### src/rtl/tim6_arb_pkg.sv
// Shared types for the tim6 APB arbiter: FSM states, requester index and
// the protection bit that marks a non-secure access.
package tim6_arb_pkg;

  typedef enum logic [1:0] {
    IDLE   = 2'd0,
    SETUP  = 2'd1,
    ACCESS = 2'd2,
    DENY   = 2'd3
  } state_t;

  typedef logic req_idx_t;

  localparam req_idx_t REQ_M0 = 1'b0;
  localparam req_idx_t REQ_M1 = 1'b1;

  localparam int PROT_NS_BIT = 1;

endpackage

### src/rtl/tim6_rr_pick.sv
// Two-way request picker: round-robin against the last grant, or m0-first
// when fixed priority is selected. Output is one-hot or zero.
module tim6_rr_pick
  import tim6_arb_pkg::*;
(
  input  logic     [1:0] req,
  input  req_idx_t       last,
  input  logic           fixed,
  output logic     [1:0] gnt
);

  always_comb begin
    gnt = 2'b00;
    unique case (req)
      2'b01:   gnt = 2'b01;
      2'b10:   gnt = 2'b10;
      2'b11:   gnt = (fixed || (last == REQ_M1)) ? 2'b01 : 2'b10;
      default: gnt = 2'b00;
    endcase
  end

endmodule

### src/rtl/tim6_apb_arb.sv
// Two-requester APB arbiter in front of the tim6 timer. Grants one requester at
// a time and blocks non-secure accesses while the timer is marked secure-only.
module tim6_apb_arb
  import tim6_arb_pkg::*;
#(
  parameter int ADDR_W     = 32,
  parameter int DATA_W     = 32,
  parameter bit FIXED_PRIO = 1'b0
) (
  input  logic              pclk,
  input  logic              preset,
  input  logic              m0_psel,
  input  logic              m0_penable,
  input  logic [ADDR_W-1:0] m0_paddr,
  input  logic              m0_pwrite,
  input  logic [DATA_W-1:0] m0_pwdata,
  input  logic [2:0]        m0_pprot,
  output logic [DATA_W-1:0] m0_prdata,
  output logic              m0_pready,
  output logic              m0_pslverr,
  input  logic              m1_psel,
  input  logic              m1_penable,
  input  logic [ADDR_W-1:0] m1_paddr,
  input  logic              m1_pwrite,
  input  logic [DATA_W-1:0] m1_pwdata,
  input  logic [2:0]        m1_pprot,
  output logic [DATA_W-1:0] m1_prdata,
  output logic              m1_pready,
  output logic              m1_pslverr,
  output logic              s_psel,
  output logic              s_penable,
  output logic [ADDR_W-1:0] s_paddr,
  output logic              s_pwrite,
  output logic [DATA_W-1:0] s_pwdata,
  input  logic [DATA_W-1:0] s_prdata,
  input  logic              tipc_trust
);

  state_t            state, state_nxt;
  req_idx_t          last_grant, cur;
  logic [1:0]        gnt;
  req_idx_t          win;
  logic [ADDR_W-1:0] win_addr, lat_addr;
  logic              win_write, lat_write;
  logic [DATA_W-1:0] win_wdata, lat_wdata;
  logic [2:0]        win_prot;
  logic              grant, deny_now, done;
  logic [DATA_W-1:0] resp_data;
  logic              unused_penable;

  // Requesters are tracked by psel alone; penable adds nothing the FSM needs.
  assign unused_penable = m0_penable ^ m1_penable;

  tim6_rr_pick u_pick (
    .req   ({m1_psel, m0_psel}),
    .last  (last_grant),
    .fixed (FIXED_PRIO),
    .gnt   (gnt)
  );

  assign win       = gnt[1] ? REQ_M1 : REQ_M0;
  assign win_addr  = gnt[1] ? m1_paddr  : m0_paddr;
  assign win_write = gnt[1] ? m1_pwrite : m0_pwrite;
  assign win_wdata = gnt[1] ? m1_pwdata : m0_pwdata;
  assign win_prot  = gnt[1] ? m1_pprot  : m0_pprot;
  assign grant     = (state == IDLE) && (|gnt);
  assign deny_now  = tipc_trust && win_prot[PROT_NS_BIT];

  always_comb begin
    state_nxt = state;
    unique case (state)
      IDLE:    if (|gnt) state_nxt = deny_now ? DENY : SETUP;
      SETUP:   state_nxt = ACCESS;
      ACCESS:  state_nxt = IDLE;
      DENY:    state_nxt = IDLE;
      default: state_nxt = IDLE;
    endcase
  end

  // Trust is only looked at in the grant cycle, so the transfer in flight is fixed.
  always_ff @(posedge pclk or posedge preset) begin
    if (preset) begin
      state      <= IDLE;
      last_grant <= REQ_M1;
      cur        <= REQ_M0;
      lat_addr   <= '0;
      lat_write  <= 1'b0;
      lat_wdata  <= '0;
    end else begin
      state <= state_nxt;
      if (grant) begin
        last_grant <= win;
        cur        <= win;
        lat_addr   <= win_addr;
        lat_write  <= win_write;
        lat_wdata  <= win_wdata;
      end
    end
  end

  assign s_psel    = (state == SETUP) || (state == ACCESS);
  assign s_penable = (state == ACCESS);
  assign s_paddr   = lat_addr;
  assign s_pwrite  = lat_write;
  assign s_pwdata  = lat_wdata;

  assign done      = (state == ACCESS) || (state == DENY);
  assign resp_data = (state == ACCESS) ? s_prdata : '0;

  always_comb begin
    m0_pready  = 1'b0;
    m0_pslverr = 1'b0;
    m0_prdata  = '0;
    m1_pready  = 1'b0;
    m1_pslverr = 1'b0;
    m1_prdata  = '0;
    if (done) begin
      if (cur == REQ_M0) begin
        m0_pready  = 1'b1;
        m0_pslverr = (state == DENY);
        m0_prdata  = resp_data;
      end else begin
        m1_pready  = 1'b1;
        m1_pslverr = (state == DENY);
        m1_prdata  = resp_data;
      end
    end
  end

endmodule

### config.mk
export PLATFORM = sky130hd
export DESIGN_NAME = tim6_apb_arb
export DESIGN_NICKNAME = d
export VERILOG_FILES = /design/src/rtl/tim6_arb_pkg.sv /design/src/rtl/tim6_rr_pick.sv /design/src/rtl/tim6_apb_arb.sv
export SDC_FILE = /design/constraint.sdc
export NUM_CORES = 1
export LEC_CHECK = 0
export BUFFER_PORTS_ARGS = -buffer_cell sky130_fd_sc_hd__buf_2
export CORE_AREA = 8 8 115 117
export CTS_CLUSTER_DIAMETER = 120
export DETAILED_ROUTE_END_ITERATION = 10
export DIE_AREA = 0 0 123 125
export PLACE_DENSITY_LB_ADDON = 0.12
export SETUP_SLACK_MARGIN = 0.05
export SLEW_MARGIN = 20
export SYNTH_ARGS = -nofsm -noshare
export SYNTH_HDL_FRONTEND = slang
export SYNTH_SLANG_ARGS = --single-unit
### constraint.sdc
create_clock -name pclk -period 5.7 [get_ports pclk]
set_input_delay 0.855 -clock pclk [delete_from_list [all_inputs] [get_ports pclk]]
set_output_delay 0.855 -clock pclk [all_outputs]
set_load 0.1 [all_outputs]
# Word level (Yosys, flattened, before mapping)
# Cells that the tools add are included.
dict set report totals {
  input_bits 175
  out_inout_bits 135
  elab_cells 43
  regBits 69
}
dict set report op_classes {
  n_eq_ne 7
  n_reduce_logical 7
  n_mux 23
}
# cell count
set ops {}
lappend ops {{$mux W32} 7}
lappend ops {{$pmux W2 S3} 2}
lappend ops {{$mux W1} 10}
lappend ops {{$eq A2 B2 Y1 const B} 4}
lappend ops {{$mux W2} 4}
lappend ops {{$eq A2 B1 Y1 const B} 2}
lappend ops {{$reduce_or A2 Y1} 2}
lappend ops {{$logic_and A1 B1 Y1} 2}
lappend ops {{$logic_not A2 Y1} 1}
lappend ops {{$logic_or A1 B1 Y1} 2}
lappend ops {{$ne A2 B1 Y1 const B} 1}

# Logic depth before layout (Yosys ltp)
# Gate-level depths: netlist of the first run.
dict set report logic_depth {
  ltp_word 7
  depth_mapped 7
}

# Cells and area by module
# Synthesis of the first run repeated with hierarchy kept, for this count alone.
dict set report hier_totals {
  hier_cells 393
  area_unflattened_um2 3977.6
}
# module instances cells_per_inst area_per_inst_um2
set by_module_without_submodules {}
lappend by_module_without_submodules {tim6_apb_arb 1 389 3955.0}
lappend by_module_without_submodules {tim6_rr_pick 1 4 22.5}

# Worst setup path before layout of the first run
# Ideal clock, no wire load.
dict set report synth_path {
  kind {register to output}
  start {reg state[0]}
  end {out m0_prdata[30]}
  path_buffers 1
  t_required_ns 4.845
  slack_ns 1.881
  arrival_time_ns 2.964
  stages_incl_launch_ff 6
  cell_sequence {dfrtp_1 inv_1 ha_1 clkbuf_1 nand2_1 nor2_1}
}
dict set report synth_via {
  elab_chain_cells 4
  elab_cells_between_ends 6
  classes_between {eq/ne (2); mux (3); reduce/logical (1)}
}
# element line
set synth_rtl {}
lappend synth_rtl {{start, declared} tim6_apb_arb.sv:39} ;# state_t state, state_nxt;
lappend synth_rtl {{start signal, assigned} tim6_apb_arb.sv:90} ;# state <= state_nxt;
lappend synth_rtl {{$eq A2 B2 Y1 (*)} -}
lappend synth_rtl {{net s_penable} tim6_apb_arb.sv:31} ;# output logic s_penable,
lappend synth_rtl {{$mux W32} tim6_apb_arb.sv:108} ;# assign resp_data = (state == ACCESS) ? s_prdata : '0;
lappend synth_rtl {{$mux W32} tim6_apb_arb.sv:118} ;# if (cur == REQ_M0) begin
lappend synth_rtl {{$mux W32 (*)} tim6_apb_arb.sv:117} ;# if (done) begin
lappend synth_rtl {{end, declared} tim6_apb_arb.sv:18} ;# output logic [DATA_W-1:0] m0_prdata,
# Mark *: on every way through the listed nets, which the timed path passes. The rest lies on a longest branch.

# Final worst setup path of the first run
dict set report layout_path {
  start {reg state[0]}
  end {out m0_prdata[2]}
}
dict set report layout_via {
  elab_chain_cells 4
  elab_cells_between_ends 6
  classes_between {eq/ne (2); mux (3); reduce/logical (1)}
}
# element line
set layout_rtl {}
lappend layout_rtl {{$eq A2 B2 Y1} {tim6_apb_arb.sv:107, tim6_apb_arb.sv:108}}
lappend layout_rtl {{$mux W32} tim6_apb_arb.sv:108}
lappend layout_rtl {{$mux W32} tim6_apb_arb.sv:118}
lappend layout_rtl {{$mux W32 (*)} tim6_apb_arb.sv:117}
# Mark *: on every way between the ends. The rest lies on a longest branch, timed or not.

==> reports/metrics.csv, run 1 <==
metric;value;unit
nets;855;
synth.area.top_cells;dfrtp_1, mux2i_1, nand2_1;
cp-end-kind;output pin;
cts_tree;yes;
ios;310;
area_growth;50.67;%
cts_sinks;69;
viasPerCell;4.536;
ant_nets;0;
overflow;0;
layout_common_cells;buf_2, dfrtp_1, mux2i_1, nand2_1, o21ai_0;
min_path_type;register to register;
drc;0;
post-dp-hpwl;11.04;mm
clk_pin_slew;0.05;ns
synthesis.area;0.003719;mm^2
synth_seq_area_share;46.47;%
yosys_warnings;0;
io_buffers;303;
cp-start-kind;register;
arrival;2.69;ns
grt_pass1_wl;20.38;mm
rows;40;
clk_path_buf_depth;2;
worst_clock_skew;0.008144;ns
cts_resized;0;
grt_pass1_vias;3930;
cts-buffers-inserted;9;
finalCritPeriodShare;62.21;%
clk_latency;0.32;ns
slew_violations;0;
initial_utilization;32.03;%
post-cts-setup-buffers;0;
cpMaxStageDelayCell;ha_1;
setup_viol;0;
grt_max_degree;79;
crit_path_max_incr_delay;0.75;ns
max_freq;0.2820;GHz
chipHeight;125;um
h-tree-depth;3;
core_area;0.01161;mm^2
ys_ff_latch;69;
cp.required;4.85;ns
maxCapViolations;0;
critPathKind;register to output pin;
die_area;0.01538;mm^2
setup_ws;2.154;ns
yosysUniqueCellTypes;23;
place.gp.congestion;0.8245;
status;finished clean;
maxSlewHeadroom;40.47;%
synth_top_area_cell;dfrtp_1;
track_usage;16.72;%
synth_top_area_share;45.76;%
hold_viol;0;
root_buffer;clkbuf_16;
rsz0062_at_grt;false;
routed_wl;13.39;mm
routedWlPerCell;16.21;um
final_common_cell;buf_2;
finalCriticalPeriod;3.546;ns
drtIter0Drc;94;
post-place-ws;2.456;ns
drt-pass1-iter-count;4;
syn_area_per_cell;9.634;um^2
vias;3747;
antenna_found_initial;0;
worst_pin_slew;0.8929;ns
setup_tns;0;ns
mappedNetlistNets;566;
die_width;123;um
layout-drive-gt1-share;48.45;%
postCtsHoldBufs;0;
syn_inst;386;
n_antenna_cell;0;
crit_fanout;36;
path_cells;inv_1 > ha_1 > nor2b_1 > buf_4 > and2_1 > buf_2;
==> cell usage after synthesis <==
master     n
nor2_1     3
o31ai_1    1
a31oi_1    1
o21ai_0   36
buf_4      3
dfstp_2    1
dfrtp_1   68
mux2i_1   67
clkbuf_1  14
mux2_2     1
nor2b_1    4
and2_1    32
a21oi_1    1
nand2_1   67
inv_1      3
ha_1       5
o21ai_1   30
a22o_1     1
a21boi_2   1
nor3b_1    1
buf_6      4
and3_1    32
buf_2     10
==> final cells by class <==
cell class,count,area [um^2]
Fill cell,1176,6008
Multi-Input combinational cell,283,1828
Sequential cell,69,1728
Timing Repair Buffer,309,1562
Clock buffer,9,225.2
Tap cell,147,183.9
Clock inverter,6,65.06
Inverter,3,11.26
==> cell families (layout without fill, tap and decap cells) <==
group                    after synthesis  after routing  share of synthesized area [%]
multiplexers                          68             68                          18.34
flip-flops                            69             69                          46.47
AND/OR/NAND/NOR                      139            139                          18.71
buffers and inverters                 34            327                          4.879
adder cells (fa/ha/maj)                5              5                          1.682
AO/OA/AOI/OAI                         71             71                          9.926
==> layer usage <==
layer	wire length [um]	vias up	global-route usage, %	share of wire [%]
li1	-	1892	-	-
met1	4769	1668	16.63	36
met2	7139	174	32.16	53
met3	1293	13	5.086	9.7
met4	182	0	4.465	1.4
met5	0	-	0	0
==> worst paths after layout <==
| path | start | endpoint | slack (ns) | cells after the start |
|---|---|---|---|---|
| worst max-delay path | state[0]$_DFFE_PP0P_ | m0_prdata[2] | 2.15 | 6 |
| worst min-delay path | s_paddr[24]$_DFFE_PP0P_ | s_paddr[24]$_DFFE_PP0P_ | 0.47 | 2 |
| worst max register to register | state[0]$_DFFE_PP0P_ | s_pwdata[25]$_DFFE_PP0P_ | 3.89 | 5 |
| worst min register to register | s_paddr[24]$_DFFE_PP0P_ | s_paddr[24]$_DFFE_PP0P_ | 0.47 | 2 |
| max in group asynchronous | preset | s_paddr[24]$_DFFE_PP0P_ | 4.34 | 3 |
| min in group asynchronous | preset | s_pwdata[17]$_DFFE_PP0P_ | 0.80 | 3 |
==> flip-flops by register name, summed over array words and instances (netlist names) <==
| signal | flops |
|---|---|
| s_paddr | 32 |
| s_pwdata | 32 |
| state | 2 |
| cur | 1 |
| last_grant | 1 |
| s_pwrite | 1 |
==> per-stage QoR <==
step | util (%) | cell area (um^2) | std cells | hold WS (ns)
2_1_floorplan | - | 3719 | 386 | 0.5104
3_3_place_gp | 45.75 | 5313 | 811 | 0.4573
3_5_place_dp | 45.75 | 5313 | 811 | 0.4662
4_1_cts | 48.25 | 5603 | 826 | 0.4786
5_1_grt | 48.25 | 5603 | 826 | 0.4918
6_report | 48.25 | 5603 | 826 | 0.4735
==> worst max-delay path: cells and delay by family (launching register included) <==
| family | cells | cell delay, ns |
|---|---|---|
| fa+ha+maj | 1 | 0.75 |
| flops | 1 | 0.41 |
| buf+inv | 3 | 0.81 |
| simple gates | 2 | 0.38 |
Power of run 1 is not shown: default switching activity piles up to over one toggle a cycle in this logic, so the estimate is an artifact.
==> inputs of run 2 (changes only) <==
Settings changed: ABC_AREA set to 1, CORE_AREA 8 8 115 117 to not set, CORE_MARGIN set to 8, CORE_UTILIZATION set to 37, DIE_AREA 0 0 123 125 to not set.
Clock period 5.7 ns to 2.84 ns, I/O delays scaled along.
==> reports/metrics.csv, run 2 <==
metric;value;unit;change
status;finished clean;;
cpMaxStageDelayCell;dfrtp_1;;
ios;310;;unchanged
yosysMostFrequentCell;nand2_1;;
post-dp-hpwl;12.85;mm;+16%
place.gp.congestion;0.7926;;-3.9%
postCtsHoldBufs;0;;unchanged
cp-start-kind;register;;
synth_top_area_share;41.92;%;-3.8 points
critPathKind;register to output pin;;
final_common_cell;nand2_1;;
grt_max_degree;68;;-14%
max_freq;0.3849;GHz;
drtIter0Drc;263;;+180%
synth.area.top_cells;dfrtp_1, nand2_1, nor3_1;;
core_area;0.01079;mm^2;-7.0%
slew_violations;0;;unchanged
layout_common_cells;nand2_1, buf_2, dfrtp_1;;
seq_area;0.001732;mm^2;+0.22%
layout-drive-gt1-share;43.72;%;-4.7 points
post-cts-setup-buffers;0;;unchanged
cts_resized;0;;unchanged
rows;38;;-5.0%
grt_pass1_vias;4974;;+27%
ant_nets;0;;unchanged
track_usage;21.40;%;+4.7 points
crit_path_max_incr_delay;0.40;ns;-0.35 ns
rsz0062_at_grt;false;;
die_area;0.01458;mm^2;-5.2%
yosysUniqueCellTypes;19;;-17%
clk_latency;0.34;ns;+0.02 ns
synth-edff-count;0;;unchanged
finalCriticalPeriod;2.598;ns;
setup_viol;0;;unchanged
vias;4908;;+31%
routedWlPerCell;14.76;um;-8.9%
area_growth;75.68;%;
arrival;2.17;ns;-0.52 ns
die_width;120.7;um;-1.8%
chipHeight;120.7;um;-3.4%
crit_fanout;29;;-19%
cp.required;2.41;ns;-2.44 ns
clk_path_buf_depth;2;;unchanged
postLayoutCellArea;0.007131;mm^2;+27%
path_cells;inv_1 > ha_4 > inv_6 > buf_4 > a21oi_4 > buf_2;;
cp-end-kind;output pin;;
cp_num_buf_inv;4;;+1
maxCapViolations;0;;unchanged
synthesis.area;0.004059;mm^2;+9.2%
viasPerCell;4.578;;+0.93%
ys_top_cells_by_count;nand2_1, dfrtp_1, nor3_1, inv_1, buf_2;;
n_fill_cell;933;;-21%
nets;1106;;+29%
yosys_warnings;0;;unchanged
async_reset_ff_share;100.0;%;unchanged
cts_tree;yes;;
routed_wl;15.83;mm;+18%
cts_sinks;69;;unchanged
overflow;0;;unchanged
syn_area_per_cell;6.342;um^2;-34%
worst_clock_skew;0.007251;ns;-0.0008937 ns
place_area;0.006944;mm^2;+31%
antenna_found_initial;1;;+1
min_path_type;input pin to asynchronous set/reset pin;;
initial_utilization;37.61;%;+5.6 points
clk_pin_slew;0.07;ns;+0.02 ns
synth_seq_area_share;42.57;%;-3.9 points
synth_top_flop_cell;dfrtp_1;;
maxSlewHeadroom;55.09;%;+15 points
io_buffers;303;;unchanged
drc;0;;unchanged
syn_inst;640;;+66%
grt_pass1_wl;25.27;mm;+24%
hold_viol;0;;unchanged
ys_ff_latch;69;;unchanged
worst_pin_slew;0.6736;ns;-0.2193 ns
synth_top_area_cell;dfrtp_1;;
cts-buffers-inserted;9;;unchanged
multiInputGateArea;0.002696;mm^2;+48%
finalCritPeriodShare;91.47;%;
root_buffer;clkbuf_8;;
drt-pass1-iter-count;4;;unchanged
mappedNetlistNets;820;;+45%
h-tree-depth;3;;unchanged
critical-path-top-delay-family;buffers and inverters;;
-- run 2: area by class of cell --
cell class                      count  share of cell area, %
Tap cell                          140                  2.457
Inverter                           45                  2.439
Timing Repair Buffer              317                  30.39
Clock inverter                      4                 0.6843
Multi-Input combinational cell    484                  37.81
Sequential cell                    69                  24.28
Antenna cell                        1                0.03509
Clock buffer                       12                  1.895
-- run 2: worst reg2reg max path: cells and delay by family, from the launching register on --
family	cells	cell delay (ns)
AOI/OAI and AO/OA	2	0.19
DFF	1	0.41
buffers and inverters	3	0.89
adders and majority gates	1	0.33
-- run 2: worst paths after layout --
path,cells past startpoint,from,slack (ns),end
setup reg to reg,6,state[0]$_DFFE_PP0P_,0.89,cur$_DFFE_PP0P_
hold reg to reg,2,s_paddr[15]$_DFFE_PP0P_,0.47,s_paddr[15]$_DFFE_PP0P_
hold / removal,3,preset,0.15,s_pwdata[26]$_DFFE_PP0P_
setup / recovery,6,state[0]$_DFFE_PP0P_,0.24,m0_pready
max in group asynchronous,3,preset,2.29,s_pwdata[1]$_DFFE_PP0P_
min in group pclk,5,m1_pwdata[19],0.37,s_pwdata[19]$_DFFE_PP0P_
-- run 2: logic make-up (layout without fill, tap and decap cells) --
group,after synthesis,count (layout),synth area share [%]
and+or+nand+nor,472,472,45.72
AOI/OAI and AO/OA,7,7,1.048
buffers and inverters,87,378,9.125
adders and majority gates,5,5,1.541
DFF,69,69,42.57
other,0,1,0
-- run 2: per-layer routing --
layer	vias to the layer above	part of all wire, %	GRT usage [%]
met3	18	7.4	5.688
met4	0	1.6	6.245
met2	190	52	38.42
met5	-	0	0
li1	2508	-	-
met1	2192	39	24.36
-- run 2: through the flow --
stage	std cells	setup TNS (ns)	utilization, %	hold WS, ns	setup WS (ns)
6_report	1072	0	66.07	0.1518	0.2421
2_1_floorplan	640	-0.4580	-	0.4572	-0.1527
4_1_cts	1071	0	66.04	0.1499	0.2204
3_5_place_dp	1055	0	64.34	0.4594	0.6030
5_1_grt	1072	0	66.07	0.1791	0.1394
3_3_place_gp	1055	0	64.34	0.4584	0.6788
Power of run 2 is left out for the same reason.
